### src/rtl/pipeline_hazard_ctrl.sv
// ---------------------------------------------------------------------------
// pipeline_hazard_ctrl
//
// Hazard controller for a classic 5-stage in-order pipeline. It produces the
// forwarding selects for both decode-stage operands, the load-use stall and
// bubble, the redirect flush of IF/ID and a full-pipeline freeze while a data
// memory request is outstanding. A small FSM sequences multi-cycle load-use
// stalls, the optional second flush cycle and the memory wait. The memory wait
// remembers the interrupted state and its counter and resumes them afterwards.
//
// Parameters
//   REG_W        register-index width
//   LOAD_LAT     load-use stall cycles (1..3)
//   FLUSH_CYCLES cycles IF/ID is flushed after a redirect (1..2)
//   FWD_EN       1 = forwarding, 0 = stall-only operation
//   CNT_W        width of the hazard-cycle counter
//
// Ports
//   CLK, RST                  clock, synchronous active-high reset
//   id_rs, id_rt              decode-stage source registers
//   id_rs_used, id_rt_used    the corresponding source is actually read
//   ex_rd, ex_wen, ex_is_load EX destination, write enable, load flag
//   mem_rd, mem_wen           MEM destination, write enable
//   mem_req, dhit             MEM data request active / request complete
//   br_taken                  branch/jump redirect resolved this cycle
//   pc_stall, ifid_stall      hold PC / IF-ID register
//   idex_bubble               insert a NOP into ID/EX
//   ifid_flush                clear IF/ID
//   freeze                    hold every pipeline register
//   fwd_a, fwd_b              00 register file, 01 EX/MEM, 10 MEM/WB
//   hazard                    pc_stall | freeze | ifid_flush
//   state                     FSM state (RUN/LDSTALL/MEMWAIT/FLUSH)
//   stall_cnt                 saturating count of hazard cycles
// ---------------------------------------------------------------------------
module pipeline_hazard_ctrl #(
    parameter int REG_W        = 5,
    parameter int LOAD_LAT     = 1,
    parameter int FLUSH_CYCLES = 1,
    parameter int FWD_EN       = 1,
    parameter int CNT_W        = 16
) (
    input  logic             CLK,
    input  logic             RST,
    input  logic [REG_W-1:0] id_rs,
    input  logic [REG_W-1:0] id_rt,
    input  logic             id_rs_used,
    input  logic             id_rt_used,
    input  logic [REG_W-1:0] ex_rd,
    input  logic             ex_wen,
    input  logic             ex_is_load,
    input  logic [REG_W-1:0] mem_rd,
    input  logic             mem_wen,
    input  logic             mem_req,
    input  logic             dhit,
    input  logic             br_taken,
    output logic             pc_stall,
    output logic             ifid_stall,
    output logic             idex_bubble,
    output logic             ifid_flush,
    output logic             freeze,
    output logic [1:0]       fwd_a,
    output logic [1:0]       fwd_b,
    output logic             hazard,
    output logic [1:0]       state,
    output logic [CNT_W-1:0] stall_cnt
);

    typedef enum logic [1:0] {
        S_RUN     = 2'b00,
        S_LDSTALL = 2'b01,
        S_MEMWAIT = 2'b10,
        S_FLUSH   = 2'b11
    } state_e;

    // Remaining LDSTALL cycles after the first (RUN) stall cycle.
    localparam logic [1:0]       LD_INIT = 2'(LOAD_LAT - 1);
    localparam logic [CNT_W-1:0] CNT_ONE = {{(CNT_W-1){1'b0}}, 1'b1};
    localparam logic [CNT_W-1:0] CNT_MAX = {CNT_W{1'b1}};

    state_e           state_q, state_d;
    state_e           saved_q, saved_d;
    logic [1:0]       cnt_q, cnt_d;
    logic [1:0]       saved_cnt_q, saved_cnt_d;
    logic [CNT_W-1:0] stall_cnt_q, stall_cnt_d;

    logic ex_hit_a, ex_hit_b, mem_hit_a, mem_hit_b;
    logic load_use, any_hit, miss;

    // Register 0 is hard-wired, so it never creates a dependency.
    assign ex_hit_a  = id_rs_used && ex_wen  && (id_rs == ex_rd)  && (id_rs != '0);
    assign ex_hit_b  = id_rt_used && ex_wen  && (id_rt == ex_rd)  && (id_rt != '0);
    assign mem_hit_a = id_rs_used && mem_wen && (id_rs == mem_rd) && (id_rs != '0);
    assign mem_hit_b = id_rt_used && mem_wen && (id_rt == mem_rd) && (id_rt != '0);
    assign load_use  = ex_is_load && (ex_hit_a || ex_hit_b);
    assign any_hit   = ex_hit_a || ex_hit_b || mem_hit_a || mem_hit_b;
    assign miss      = mem_req && !dhit;

    // Next-state and combinational control outputs.
    always_comb begin
        pc_stall    = 1'b0;
        ifid_stall  = 1'b0;
        idex_bubble = 1'b0;
        ifid_flush  = 1'b0;
        freeze      = 1'b0;
        fwd_a       = 2'b00;
        fwd_b       = 2'b00;
        state_d     = state_q;
        cnt_d       = cnt_q;
        saved_d     = saved_q;
        saved_cnt_d = saved_cnt_q;

        if (RST) begin
            // Outputs stay quiet; the registers are cleared in the flop block.
            state_d = S_RUN;
        end else begin
            if (FWD_EN != 0) begin
                // A load result is not available in EX/MEM, so it falls to MEM/WB.
                if (ex_hit_a && !ex_is_load) begin
                    fwd_a = 2'b01;
                end else if (mem_hit_a) begin
                    fwd_a = 2'b10;
                end else begin
                    fwd_a = 2'b00;
                end
                if (ex_hit_b && !ex_is_load) begin
                    fwd_b = 2'b01;
                end else if (mem_hit_b) begin
                    fwd_b = 2'b10;
                end else begin
                    fwd_b = 2'b00;
                end
            end else begin
                fwd_a = 2'b00;
                fwd_b = 2'b00;
            end

            if (miss) begin
                // Outstanding data request wins over everything; br_taken is
                // dropped because the front end is frozen.
                freeze     = 1'b1;
                pc_stall   = 1'b1;
                ifid_stall = 1'b1;
                state_d    = S_MEMWAIT;
                if (state_q != S_MEMWAIT) begin
                    saved_d     = state_q;
                    saved_cnt_d = cnt_q;
                end else begin
                    saved_d     = saved_q;
                    saved_cnt_d = saved_cnt_q;
                end
            end else if (br_taken) begin
                // Redirect kills the decode instruction, so no load-use stall.
                ifid_flush = 1'b1;
                cnt_d      = 2'b00;
                if (FLUSH_CYCLES == 2) begin
                    state_d = S_FLUSH;
                end else begin
                    state_d = S_RUN;
                end
            end else begin
                case (state_q)
                    S_RUN: begin
                        if ((FWD_EN != 0) && load_use) begin
                            pc_stall    = 1'b1;
                            ifid_stall  = 1'b1;
                            idex_bubble = 1'b1;
                            if (LOAD_LAT > 1) begin
                                state_d = S_LDSTALL;
                                cnt_d   = LD_INIT;
                            end else begin
                                state_d = S_RUN;
                            end
                        end else if ((FWD_EN == 0) && any_hit) begin
                            pc_stall    = 1'b1;
                            ifid_stall  = 1'b1;
                            idex_bubble = 1'b1;
                        end else begin
                            state_d = S_RUN;
                        end
                    end
                    S_LDSTALL: begin
                        pc_stall    = 1'b1;
                        ifid_stall  = 1'b1;
                        idex_bubble = 1'b1;
                        if (cnt_q <= 2'd1) begin
                            state_d = S_RUN;
                            cnt_d   = 2'b00;
                        end else begin
                            cnt_d = cnt_q - 2'd1;
                        end
                    end
                    S_MEMWAIT: begin
                        // dhit cycle: release the pipeline, resume next cycle.
                        state_d = saved_q;
                        cnt_d   = saved_cnt_q;
                    end
                    S_FLUSH: begin
                        ifid_flush = 1'b1;
                        state_d    = S_RUN;
                        cnt_d      = 2'b00;
                    end
                    default: begin
                        state_d = S_RUN;
                        cnt_d   = 2'b00;
                    end
                endcase
            end
        end

        hazard = pc_stall | freeze | ifid_flush;

        if (hazard && (stall_cnt_q != CNT_MAX)) begin
            stall_cnt_d = stall_cnt_q + CNT_ONE;
        end else begin
            stall_cnt_d = stall_cnt_q;
        end
    end

    // State, counters, saved context and hazard counter registers.
    always_ff @(posedge CLK) begin
        if (RST) begin
            state_q     <= S_RUN;
            saved_q     <= S_RUN;
            cnt_q       <= 2'b00;
            saved_cnt_q <= 2'b00;
            stall_cnt_q <= '0;
        end else begin
            state_q     <= state_d;
            saved_q     <= saved_d;
            cnt_q       <= cnt_d;
            saved_cnt_q <= saved_cnt_d;
            stall_cnt_q <= stall_cnt_d;
        end
    end

    assign state     = state_q;
    assign stall_cnt = stall_cnt_q;

endmodule
### config.mk
export PLATFORM = sky130hd
export DESIGN_NAME = pipeline_hazard_ctrl
export DESIGN_NICKNAME = d
export VERILOG_FILES = /design/src/rtl/pipeline_hazard_ctrl.sv
export SDC_FILE = /design/constraint.sdc
export NUM_CORES = 1
export LEC_CHECK = 0
export ABC_AREA = 1
export BUFFER_PORTS_ARGS = -buffer_cell sky130_fd_sc_hd__buf_2
export CAP_MARGIN = 5
export CORE_MARGIN = 4
export CORE_UTILIZATION = 46
export DETAILED_ROUTE_END_ITERATION = 12
export GPL_ROUTABILITY_DRIVEN = 1
export PLACE_DENSITY_LB_ADDON = 0.3
export RECOVER_POWER = 100
export SLEW_MARGIN = 20
export SYNTH_ARGS = -nofsm -noshare
export SYNTH_HDL_FRONTEND = slang
export SYNTH_SLANG_ARGS = --single-unit
### constraint.sdc
create_clock -name CLK -period 1.4 [get_ports CLK]
set_clock_uncertainty 0.05 [all_clocks]
set_input_delay 0.21 -clock CLK [delete_from_list [all_inputs] [get_ports CLK]]
set_output_delay 0.21 -clock CLK [all_outputs]
set_load 0.01 [all_outputs]
# Word-level counts from Yosys, hierarchy flattened
# Index checks and enable logic that the tools add are counted.
[totals]
reg_bits = 24
in_bits = 30
out_inout_bits = 28
elab_cells = 77
[classes]
add_sub_neg = 2
n_lt_le_gt_ge = 1
n_eq_ne = 11
mux = 26
bitwise_logic = 3
n_reduce_logical = 28
[op_table]
columns = ["op", "count"]
rows = [
  ["2-to-1 mux 2 bit", 11],
  ["equality test 5 bit", 4],
  ["logical AND 1 bit", 17],
  ["adder 16 x 1 -> 16 bit, second input constant", 1],
  ["!= test 16 bit, second input constant", 1],
  ["2-to-1 mux 1 bit", 12],
  ["case mux 2 bit (3 select lines)", 2],
  ["nonzero test 5 bit", 2],
  ["equality test 2 bit, second input constant", 2],
  ["!= test 2 bit, second input constant", 2],
  ["!= test 4 bit, second input constant", 1],
  ["AND reduction 2 bit", 2],
  ["nonzero test 4 bit", 1],
  ["OR reduction 3 bit", 1],
  ["equality test 2 x 1 -> 1 bit, second input constant", 1],
  ["less-or-equal comparator 2 x 1 -> 1 bit, second input constant", 1],
  ["logical NOT 1 bit", 2],
  ["logical NOT 2 bit", 1],
  ["OR 1 bit", 2],
  ["case mux 1 bit (2 select lines)", 1],
  ["OR reduction 2 bit", 1],
  ["subtractor 2 x 1 -> 2 bit, second input constant", 1],
  ["logical OR 1 bit", 1],
  ["inverter 1 bit", 1],
]

# Longest topological paths before layout
[logic_depth]
ltp_word = 13
depth_mapped = 16
mapped_depth_nobuf = 16

# Worst setup path after synthesis
# No wires, ideal clock.
[synth_path]
kind = "register to register"
from = "register stall_cnt_q[0] (netlist: stall_cnt[0])"
to = "register stall_cnt_q[10] (netlist: stall_cnt[10])"
arrival_time_ns = 1.445
required_time_ns = 1.212
setup_slack_ns = -0.233
path_stages_with_launch = 8
path_buffers = 1
period_less_slack_ns = 1.633
path_cell_list = "dfxtp_1 -> ha_1 -> inv_1 -> nor2_2 -> nand4_4 -> buf_2 -> nand3_1 -> a21oi_2"
[synth_via]
elab_chain_len = 2
word_cells_on_any_way = 3
classes_between = "add/sub (1); eq/ne (1); reduce/logical (1)"
[synth_rtl]
columns = ["item", "line_no", "rtl"]
rows = [
  ["start, declared", "84", "logic [CNT_W-1:0] stall_cnt_q, stall_cnt_d;"],
  ["start signal, assigned", "232", "stall_cnt_q <= stall_cnt_d;"],
  ["branches (longest 2 deep; another with adder 16 x 1 -> 16 bit)", "-", ""],
]
# Several ways; the timed one is not identified.
# A chain may end at the register's enable or synchronous reset.

# Final worst setup path
[layout_path]
from = "input port id_rt[0]"
to = "output port idex_bubble"
[layout_via]
elab_chain_len = 10
word_cells_on_any_way = 11
classes_between = "eq/ne (1); mux (5); reduce/logical (5)"
[layout_rtl]
columns = ["item", "line_no", "rtl"]
rows = [
  ["start, declared", "45", "input logic [REG_W-1:0] id_rt,"],
  ["equality test 5 bit", "91", "assign ex_hit_b = id_rt_used && ex_wen && (id_rt == ex_rd) && (id_rt != '0);"],
  ["logical AND 1 bit", "91", ""],
  ["logical AND 1 bit (*)", "91", ""],
  ["logical OR 1 bit (*)", "-", ""],
  ["logical AND 1 bit (*)", "94", "assign load_use = ex_is_load && (ex_hit_a || ex_hit_b);"],
  ["2-to-1 mux 1 bit (*)", "163", "if ((FWD_EN != 0) && load_use) begin"],
  ["case mux 1 bit (2 select lines) (*)", "161", "case (state_q)"],
  ["2-to-1 mux 1 bit (*)", "151", "end else if (br_taken) begin"],
  ["2-to-1 mux 1 bit (*)", "137", "if (miss) begin"],
  ["2-to-1 mux 1 bit (*)", "112", "if (RST) begin"],
  ["end, declared", "58", "output logic idex_bubble,"],
]
# Every way passes the cells marked *; elsewhere a longest branch is shown, timed or not.

==> results.toml <==
[placed_design]
dp_cells = 421
gp_congestion = 0.8394
pre_cts_slack_ns = -0.2190
place.detailed.hpwl_mm = 4.027
io_buffers = 57
postPlaceCellArea_sq_mm = 0.002547

[grt]
grt_use_total_pct = 22.68
grt_antenna_before_repair = 0
gr-total-overflow = 0
grt_first_pass_wirelength_mm = 9.487
grt_start_max_net_pins = 15
grt_pass1_vias = 2280

[sta]
rsz0062_at_grt = "true"
drv_slew = 0
max-slew-margin-rel_pct = 73.23
tightest_slew_ns = 0.4005
finalHoldViolCount = 0
setup_violations = 27
fin_ws_ns = -0.3095
timing.final.crit_period_ns = 1.710
max_clock_freq_ghz = 0.5850
period_share_pct = 122.1

[worst_setup_path]
ff2ff_path_depth = 6
path_common_cell = "nand2_1"
critPathArrivalTime_ns = 1.45
regToRegStartpoint = "stall_cnt[9]"
critPathMaxFanout = 3
path_class = "input pin to output port"
startpoint_type = "input pin"
critical_path_depth = 13
path_delay_family = "simple AND/OR/NAND/NOR gates"
cpMaxStageDelayCell = "buf_2"
rr_endpoint = "stall_cnt[15]"
path_cells = "buf_2, inv_2, nand2_1, nand3_1, nor2_1, nand2_1, nand2_1, nand2_1, nand2_1, nand2_2, buf_6, nor2_1, buf_2"
crit_required_ns = 1.14
r2r_slack_ns = -0.23
critPathLaunch = "id_rt[0]"
critPathCaptureType = "output port"
slowest_delay_ns = 0.14
cp_num_buf_inv = 4
crit_end = "idex_bubble"

[route]
routed-via-count = 2431
finalWirelength_mm = 7.273
vias_per_cell = 5.589
dr.first_iter.drc_count = 237
ant_nets = 0
wl_per_cell_um = 16.72
first_pass_iters = 4
remaining_drc_errors = 0

[cts]
cts_tree = "yes"
cts.path.max_buffers = 2
cts_made_buffers = 3
clk_pin_slew_ns = 0.08
htree_levels = 1
cts.sink_count = 24
insertion_delay_ns = 0.28
cts_hold_buf = 0
cts-root-buf = "clkbuf_8"

[synth]
synthCells = 278
yosysUniqueCellTypes = 35
yosys.area.top_type_share_pct = 26.23
syn-num-nets = 309
synth-seq-area-share_pct = 26.23
ys_ff_latch = 24
yosysTopAreaCell = "dfxtp_1"
avgSynthCellArea_sq_um = 6.589
netlist_top_cells_area = "dfxtp_1 (26%), nand2_1 (13%), nand3_1 (9.0%)"
netlist_area_sq_mm = 0.001832
yosysWarnings = 0

[floorplanning]
num_rows = 22
core-area_sq_mm = 0.003744
start_util_pct = 48.93
pin_count = 58
die_y_um = 71.11
die_area_sq_mm = 0.005056
die_w_um = 71.11

[run]
cap_violations = 0

[finish]
multi_input_area_sq_mm = 0.001443
syn_to_final_growth_pct = 70.15
fillers = 221
nets = 419
fin_area_sq_mm = 0.003117
n_antenna_cell = 0
drive_gt1_share_pct = 57.11
fin_cells = 435
ff_latch_area_sq_um = 501.7

[pwr]
p_int_uw = 1142
powerDensity_mw_per_mm2 = 533.9
pwr-share-seq_pct = 42.2
comb_power_share_pct = 31.3
irDropWorstVdd_mv = 0.3848
swShare_pct = 31.39
p_leak_uw = 0.001478
p_clk_share_pct = 26.5
p_switching_uw = 522.3
p_total_uw = 1664

[outcome]
status = "complete, but fails checks"
violations = "setup timing"

[min_path]
hold_path.class = "input pin to flip-flop"
## synth_stat cells (all sizes together)
cell,n
nand2,75
inv,40
nand3,35
nor2,29
dfxtp,24
a21oi,20
xnor2,10
xor2,9
nor3,8
buf,6
nand4,5
nor4,3
o21ai,3
nand3b,2
or2,2
a2111oi,1
a31oi,1
a32oi,1
clkinv,1
ha,1
o22ai,1
o41ai,1
## power groups by stage
stage	sequential (uW)	clock (uW)	combinational, uW
after floorplan	719	0	184
after global placement	716	0	341
after detailed placement	717	0	349
after CTS	700	434	412
after global routing	703	465	552
final	701	441	522
## metrics by stage
step	utilization, %	setup TNS (ns)	hold WS (ns)
after CTS	76.20	-0.9946	0.1138
after global placement	68.05	-3.068	0.3939
after global routing	83.26	-6.526	0.1200
after detailed placement	68.05	-3.797	0.3875
final	83.26	-4.103	0.1411
after floorplan	-	-0.09562	0.2497
## metal layers
layer  GRT usage, %  up-vias  share of wire [%]
met5              0        -                  0
met4          6.889        0                4.8
met3          3.693       41                6.0
met2          44.28      144                 56
met1          24.57     1135                 33
li1               -     1111                  -
## worst reg2reg max path, cell delays in order, from the launching register on
cell      delay [ns]
dfxtp_1         0.49
nand2_1         0.17
nor4_1          0.26
nand3b_1        0.17
xor2_1          0.18
nand3_1         0.12
a21oi_2         0.14
## cells by family after synthesis
| kind of cell | count (synthesis) | share of synthesized area, % |
|---|---|---|
| simple gates | 159 | 42.08 |
| buf+inv | 47 | 11.47 |
| compound gates | 28 | 10.45 |
| flops | 24 | 26.23 |
| xor+xnor | 19 | 9.085 |
| fa+ha+maj | 1 | 0.6830 |
## worst min-delay path by stage
stage,to,startpoint,depth (start not counted)
2_1_floorplan,state[0],br_taken,1
3_3_place_gp,state[0],br_taken,2
3_5_place_dp,state[0],br_taken,2
4_1_cts,state[0],br_taken,2
5_1_grt,state[0],br_taken,2
6_report,state[0],br_taken,2
## flip-flops by register name (all words and copies together), names as in the netlist
register and count:
cnt_q 2, saved_cnt_q 2, saved_q 2, stall_cnt 16
state 2
## final cells by class
class | instances | share of cell area [%]
Inverter | 41 | 5.741
Sequential cell | 24 | 16.10
Timing Repair Buffer | 111 | 28.50
Clock buffer | 4 | 1.445
Multi-Input combinational cell | 207 | 46.29
Tap cell | 48 | 1.927
## placed cells by master (no fill, tap or decap), drive strengths merged
| cell | count |
|---|---|
| buf | 103 |
| nand2 | 75 |
| inv | 40 |
| nand3 | 35 |
| nor2 | 29 |
| dfxtp | 24 |
| a21oi | 20 |
| clkbuf | 12 |
| xnor2 | 10 |
| xor2 | 9 |
| nor3 | 8 |
| nand4 | 5 |
| o21ai | 3 |
| nor4 | 3 |
| or2 | 2 |
| nand3b | 2 |
| clkinv | 1 |
| a31oi | 1 |
| a2111oi | 1 |
| o41ai | 1 |
| o22ai | 1 |
| a32oi | 1 |
| ha | 1 |
## what timing repair did
item / CTS / global route
setup endpoints to repair: 21 / 31
resized for setup: 55 / 76
pin swaps: 25 / 30
buffers inserted: 6 / 3
gates cloned: 1 / 0
(Power assumes the default switching activity.)
